[config.mk]
export PLATFORM = sky130hd
export DESIGN_NAME = mux_arbiter
export DESIGN_NICKNAME = d
export VERILOG_FILES = /design/src/rtl/mux_arbiter_pkg.sv /design/src/rtl/mux2x1.sv /design/src/rtl/mux_arbiter.sv
export SDC_FILE = /design/constraint.sdc
export NUM_CORES = 1
export LEC_CHECK = 0
export BUFFER_PORTS_ARGS = -buffer_cell sky130_fd_sc_hd__buf_2
export CORE_AREA = 5 5 42 44
export DETAILED_ROUTE_END_ITERATION = 6
export DIE_AREA = 0 0 47 49
export GPL_ROUTABILITY_DRIVEN = 0
export PLACE_DENSITY = 0.63
export SLEW_MARGIN = 0
export SYNTH_ARGS = -nofsm -noshare
export SYNTH_HDL_FRONTEND = slang
export SYNTH_SLANG_ARGS = --single-unit
[constraint.sdc]
create_clock -name clk -period 3.35 [get_ports clk]
set_input_delay 0.1675 -clock clk [delete_from_list [all_inputs] [get_ports clk]]
set_output_delay 0.1675 -clock clk [all_outputs]
set_load 0.01 [all_outputs]
[src/rtl/mux_arbiter_pkg.sv]
// mux_arbiter_pkg: state encoding and helpers shared by the arbiter RTL and its bench.
package mux_arbiter_pkg;
    localparam int ST_W = 2;

    typedef enum logic [ST_W-1:0] {
        ST_IDLE  = 2'd0,
        ST_GNT_A = 2'd1,
        ST_GNT_B = 2'd2
    } state_t;

    localparam logic LAST_A = 1'b0;
    localparam logic LAST_B = 1'b1;

    function automatic state_t other_grant(input state_t s);
        return (s == ST_GNT_B) ? ST_GNT_A : ST_GNT_B;
    endfunction
endpackage

[src/rtl/mux2x1.sv]
// mux2x1: existing 1-bit 2:1 datapath mux (sel=0 -> a, sel=1 -> b).
module mux2x1 (
    input  logic a,
    input  logic b,
    input  logic sel,
    output logic y
);
    assign y = sel ? b : a;
endmodule

[src/rtl/mux_arbiter.sv]
// mux_arbiter: round-robin burst arbiter driving a mux2x1 select with a registered, gated output.
// Optional MUX_ARB_EARLY_RELEASE_EN lets a grant end as soon as its owner drops its request.
module mux_arbiter
    import mux_arbiter_pkg::*;
#(
    parameter int BURST_LEN = 4,
    parameter int CNT_W     = 2
) (
    input  logic clk,
    input  logic rst,
    input  logic req_a,
    input  logic req_b,
    input  logic a,
    input  logic b,
    output logic gnt_a,
    output logic gnt_b,
    output logic sel,
    output logic op,
    output logic busy
);
    state_t           state, state_n;
    logic [CNT_W-1:0] cnt, cnt_n;
    logic             last, last_n;
    logic             mux_y;
    logic             own_req, other_req, burst_end;

    assign gnt_a = (state == ST_GNT_A);
    assign gnt_b = (state == ST_GNT_B);
    assign sel   = gnt_b;
    assign busy  = gnt_a | gnt_b;

    mux2x1 u_mux (.a(a), .b(b), .sel(sel), .y(mux_y));

    assign own_req   = gnt_b ? req_b : req_a;
    assign other_req = gnt_b ? req_a : req_b;
    assign burst_end = (cnt == CNT_W'(BURST_LEN - 1));

    always_comb begin
        state_n = state;
        cnt_n   = cnt;
        last_n  = last;
        if (state == ST_IDLE) begin
            // On contention the side that did not own the path last wins.
            if (req_a && (!req_b || last == LAST_B)) begin
                state_n = ST_GNT_A;
                cnt_n   = '0;
            end else if (req_b) begin
                state_n = ST_GNT_B;
                cnt_n   = '0;
            end
        end else begin
`ifdef MUX_ARB_EARLY_RELEASE_EN
            if (!own_req) begin
                state_n = other_req ? other_grant(state) : ST_IDLE;
                cnt_n   = '0;
                last_n  = gnt_b ? LAST_B : LAST_A;
            end else if (burst_end) begin
`else
            if (burst_end) begin
`endif
                cnt_n = '0;
                if (other_req) begin
                    state_n = other_grant(state);
                    last_n  = gnt_b ? LAST_B : LAST_A;
                end else if (!own_req) begin
                    state_n = ST_IDLE;
                    last_n  = gnt_b ? LAST_B : LAST_A;
                end
            end else begin
                cnt_n = cnt + CNT_W'(1);
            end
        end
    end

    always_ff @(posedge clk) begin
        if (rst) begin
            state <= ST_IDLE;
            cnt   <= '0;
            last  <= LAST_B;
            op    <= 1'b0;
        end else begin
            state <= state_n;
            cnt   <= cnt_n;
            last  <= last_n;
            op    <= busy & mux_y;
        end
    end
endmodule

== Yosys cells after proc, flatten, opt, wreduce, memory -nomap -nowiden ==
Index checks and enable logic that the tools add are counted.
Storage, ports and cells
  memory bits (read-only): 0
  bits in writable memories: 0
  memories kept: 0
  bits in latches: 0
  flip-flop bits (word level): 6
Cells by class
  $add $sub $neg: 1
  magnitude comparators: 0
  eq/ne operators: 6
  reduce and logical (&&, ||, !) cells: 7
  muxes and demuxes: 17
  shift-type cells: 0
  multiply operators: 0
  bitwise operators: 3
  divide/modulo/power cells: 0
Operator list (count)
  2-bit 2-to-1 mux: 11
  1-bit 2-to-1 mux: 6
  3-bit AND reduction: 2
  2-bit equality test, second input constant: 2
  3-bit by 1-bit != test with 1-bit output, second input constant: 1
  3-bit by 2-bit != test with 1-bit output, second input constant: 1
  2-bit by 1-bit adder with 2-bit output, second input constant: 1
  2-bit by 1-bit equality test with 1-bit output, second input constant: 1
  2-bit zero test: 1
  2-bit by 1-bit != test with 1-bit output, second input constant: 1
  2-bit nonzero test: 1
  1-bit AND: 1
  1-bit logical AND: 1
  1-bit zero test: 1
  1-bit logical OR: 1
  1-bit inverter: 1
  1-bit bitwise OR: 1

== Longest topological paths before layout ==
  word-level depth: 6
  mapped depth: 7

== Modules after synthesis ==
A second synthesis with hierarchy kept.
Second synthesis, totals
  cell total of the unflattened synthesis: 48
  area, all modules: 421.7 sq um
By module, submodules not included
  mux_arbiter: instances 1, cells each 47, seq. area each 120.1 sq um, area an instance 406.6 sq um
  mux2x1: instances 1, cells each 1, seq. area each 0.0 sq um, area an instance 15.0 sq um

== Worst setup path before layout ==
No wires, ideal clock.
  path type: register to register
  from: register state[0]
  to: register state[1]
  setup slack: 1721 ps
  stages on the path, launching flop included: 8
  path buffers: 1
  arrival time: 1563 ps
  library setup time: 66 ps
  required time: 3284 ps
  period minus slack after synthesis: 1629 ps
  cell sequence: dfxtp_1 > inv_1 > ha_1 > buf_6 > mux2i_1 > or3_1 > a211o_1 > a21oi_2
Between the ends
  cells in the longest elaborated chain, start to end: 5
  elaborated cells between the ends (all ways): 12
  those cells by class: eq/ne: 3; mux: 6; reduce/logical: 3
Ends and longest elaborated chain
  from (decl): line mux_arbiter.sv:21  | state_t state, state_n;
  from (signal assigned): line mux_arbiter.sv:82  | state <= state_n;
  2-bit equality test *: line mux_arbiter.sv:28  | assign gnt_b = (state == ST_GNT_B);
  net gnt_b: line mux_arbiter.sv:16  | output logic gnt_b,
  2-bit 2-to-1 mux or 1-bit 2-to-1 mux (tied branches): line mux_arbiter_pkg.sv:15, mux_arbiter.sv:35
  2-bit 2-to-1 mux: line mux_arbiter.sv:62  | if (other_req) begin
  2-bit 2-to-1 mux: line mux_arbiter.sv:59  | if (burst_end) begin
  2-bit 2-to-1 mux: line mux_arbiter.sv:42  | if (state == ST_IDLE) begin
The timed path passes the listed nets; every way through them passes the cells marked *. The select of a mux whose other input is x is not followed.
A chain may end at the register's enable or synchronous reset.

== Worst setup path after layout ==
  from: register state[0]
  to: register state[1]
Between the ends
  cells in the longest elaborated chain, start to end: 5
  elaborated cells between the ends (all ways): 12
  those cells by class: eq/ne: 3; mux: 6; reduce/logical: 3
Ends and longest elaborated chain (line)
  2-bit equality test: mux_arbiter_pkg.sv:15, mux_arbiter.sv:28
  2-bit 2-to-1 mux or 1-bit 2-to-1 mux (tied branches): mux_arbiter_pkg.sv:15, mux_arbiter.sv:35
  2-bit 2-to-1 mux: mux_arbiter.sv:62
  2-bit 2-to-1 mux: mux_arbiter.sv:59
  2-bit 2-to-1 mux: mux_arbiter.sv:42
Parallel ways exist; a longest one is shown, timed or not. The select of a mux whose other input is x is not followed.

==> impl_metrics.csv <==
group,metric,value,unit
final_layout,fillers,156,
route,drcViolationCount,0,
synthesis,async_reset_ff_share,0,%
synthesis,yosysWarnings,0,
grt,grtUsageTotal,8.32,%
die,fp.dieW,47,µm
route,drt-pass1-iter-count,2,
power,powerDensity,749,mW/mm²
clock_tree,cts_tree,"done",
hold_path,holdCritPathClass,"input port to flip-flop",
sta,worstMarginPinSlew,0.361,ns
sta,slew_headroom,75.9,%
power,leakagePower,0.000216,µW
critical_path,path_max_fanout,9,
critical_path,cp_slowest_cell,"ha_1",
placement,hpwlAfterDp,634,µm
clock_tree,cts.sinks,6,
critical_path,path_cells,"inv_1 -> ha_1 -> mux2i_1 -> or3_1 -> a211o_1 -> a21oi_2",
clock_tree,root_buffer,"clkbuf_4",
sta,setup_tns,0,ns
critical_path,critPathMaxStageDelay,0.36,ns
die,start_util,30.3,%
clock_tree,cts_hold_buf,0,
sta,maxSlewViolCount,0,
run_status,status,"finished, final reports clean",
sta,hold_viol_final,0,
die,die_h,49,µm
critical_path,endpoint_kind,"flip-flop",
sta,finalSetupViolations,0,
grt,antenna_found_initial,0,
synthesis,seq_area_frac_synth,28.3,%
final_layout,area_growth,16.2,%
final_layout,final-instance-count-excl-fill,73,
synthesis,syn_inst,47,
sta,fin_crit_sh,50.0,%
synthesis,avgSynthCellArea,9.02,µm²
sta,clock.fmax,597,MHz
placement,port_buffers,10,
synthesis,synth_top_flop_cell,"dfxtp_1",
critical_path,arrival,1.85,ns
placement,placed_cells,70,
flow_run,cap_violations,0,
synthesis,synthTopCellsByCount,"6 x dfxtp_1, 5 x ha_1, 4 x nor2_1",
critical_path,setup.worst_path.class,"flip-flop to flip-flop",
clock_tree,clockBufferDepth,2,
die,core_area,0.00140,mm²
clock_tree,cts_setup_buffers,0,
synthesis,netlist_area,424,µm²
route,wire_per_inst,10.7,µm
synthesis,ys_ff_latch,6,
clock_tree,numCtsBuffers,3,
die,io_pins,11,
clock_tree,cts_resized,0,
final_layout,drive_gt1_share,26.3,%
grt,grt_max_degree,13,
sta,layout_min_cycle_time,1.67,ns
die,rows,14,
route,vias_per_cell,4.95,
die,dieArea,0.00230,mm²
synthesis,yosysTopAreaCellShare,28.3,%
grt,grt_pass1_wl,1.41,mm
critical_path,critPathTopFamily,"compound AO/OA/AOI/OAI gates",
clock_tree,clk_latency,0.24,ns
placement,pre_cts_slack,1.68,ns
route,antenna_left,0,
power,ir_drop,0.000276,V
grt,grt_pass1_vias,339,
synthesis,yosysMostFrequentCell,"dfxtp_1",
critical_path,required,3.52,ns
sta,fin_ws,1.68,ns
route,drtIter0Drc,6,
sta,rsz0062_at_grt,"no",
clock_tree,clk_pin_slew_worst_paths,0.04,ns
synthesis,syn_nets,58,
sta,clock_skew,0.00220,ns
route,totalWireLength,783,µm
clock_tree,h-tree-depth,1,
final_layout,diodes,0,
synthesis,synth_enable_flop_cells,0,
synthesis,yosysUniqueCellTypes,25,
synthesis,ys_top_cells_by_area,"dfxtp_1 28%, ha_1 15%, mux2i_1 7.1%",
critical_path,cp-start-kind,"flip-flop",
final_layout,finalNetCount,70,
critical_path,critical_path_buf_inv_count,1,
route,vias,361,
grt,gr-total-overflow,0,
synthesis,yosysTopAreaCell,"dfxtp_1",
## through the flow
stage	total power [µW]	hold slack, ns	cell area [µm²]	utilization, %
6_report	369	0.177	493	35.2
3_3_place_gp	304	0.434	470	33.6
3_5_place_dp	308	0.424	470	33.6
5_1_grt	409	0.189	493	35.2
2_1_floorplan	273	0.230	424	-
4_1_cts	375	0.171	493	35.2
## registers in the layout, indices dropped and copies added, names as in the netlist
register / cells
cnt: 2
last: 1
op: 1
state: 2
## power by group
| group | total (µW) | leakage, µW | internal, µW | switching (µW) |
|---|---|---|---|---|
| clock | 65.6 | 0.0000138 | 40.5 | 25.1 |
| combinational | 202 | 0.000154 | 87.7 | 114 |
| sequential | 102 | 0.0000490 | 90.4 | 11.5 |
## routing by layer
layer  vias up  GRT usage, %  share of wire, %
met5         -             0                 0
met4         0          6.91               4.3
met3         5          1.85               6.4
met2        11          11.8                43
met1       154          10.1                46
li1        191             -                 -
## cells in the final DEF, fill, tap and decap left out, types with 2 or more instances in the layout
cell type / n
a21oi_1: 2
clkbuf_4: 3
mux2i_1: 3
ha_1: 5
buf_2: 10
a211o_1: 2
nor2_1: 4
nand2b_1: 2
o21ai_1: 3
dfxtp_1: 6
nor3b_1: 2
inv_1: 3
## kinds of logic after synthesis
group	after synthesis	synth area share, %
and+or+nand+nor	15	23.0
AOI/OAI and AO/OA	12	18.6
buffers and inverters	6	8.26
DFF	6	28.3
adders and majority gates	5	14.7
muxes	3	7.08
## path summary, 6_finish.rpt
path                              start               endpoint  slack (ns)  cells past startpoint
setup / recovery  state[0]$_SDFFE_PP0P_  state[1]$_SDFFE_PP0P_        1.68                      6
hold / removal                      rst  state[1]$_SDFFE_PP0P_        0.18                      2
setup reg to reg  state[0]$_SDFFE_PP0P_  state[1]$_SDFFE_PP0P_        1.68                      6
hold reg to reg     cnt[1]$_SDFFE_PP0P_    cnt[1]$_SDFFE_PP0P_        0.48                      2
## final cells by class
| type | instances | area, µm² | share of cell area, % |
|---|---|---|---|
| Multi-Input combinational cell | 35 | 269 | 54.6 |
| Sequential cell | 6 | 120 | 24.4 |
| Timing Repair Buffer | 10 | 50.0 | 10.2 |
| Clock buffer | 3 | 22.5 | 4.57 |
| Tap cell | 16 | 20.0 | 4.06 |
| Inverter | 3 | 11.3 | 2.28 |
Power figures use the tool's default switching activity.
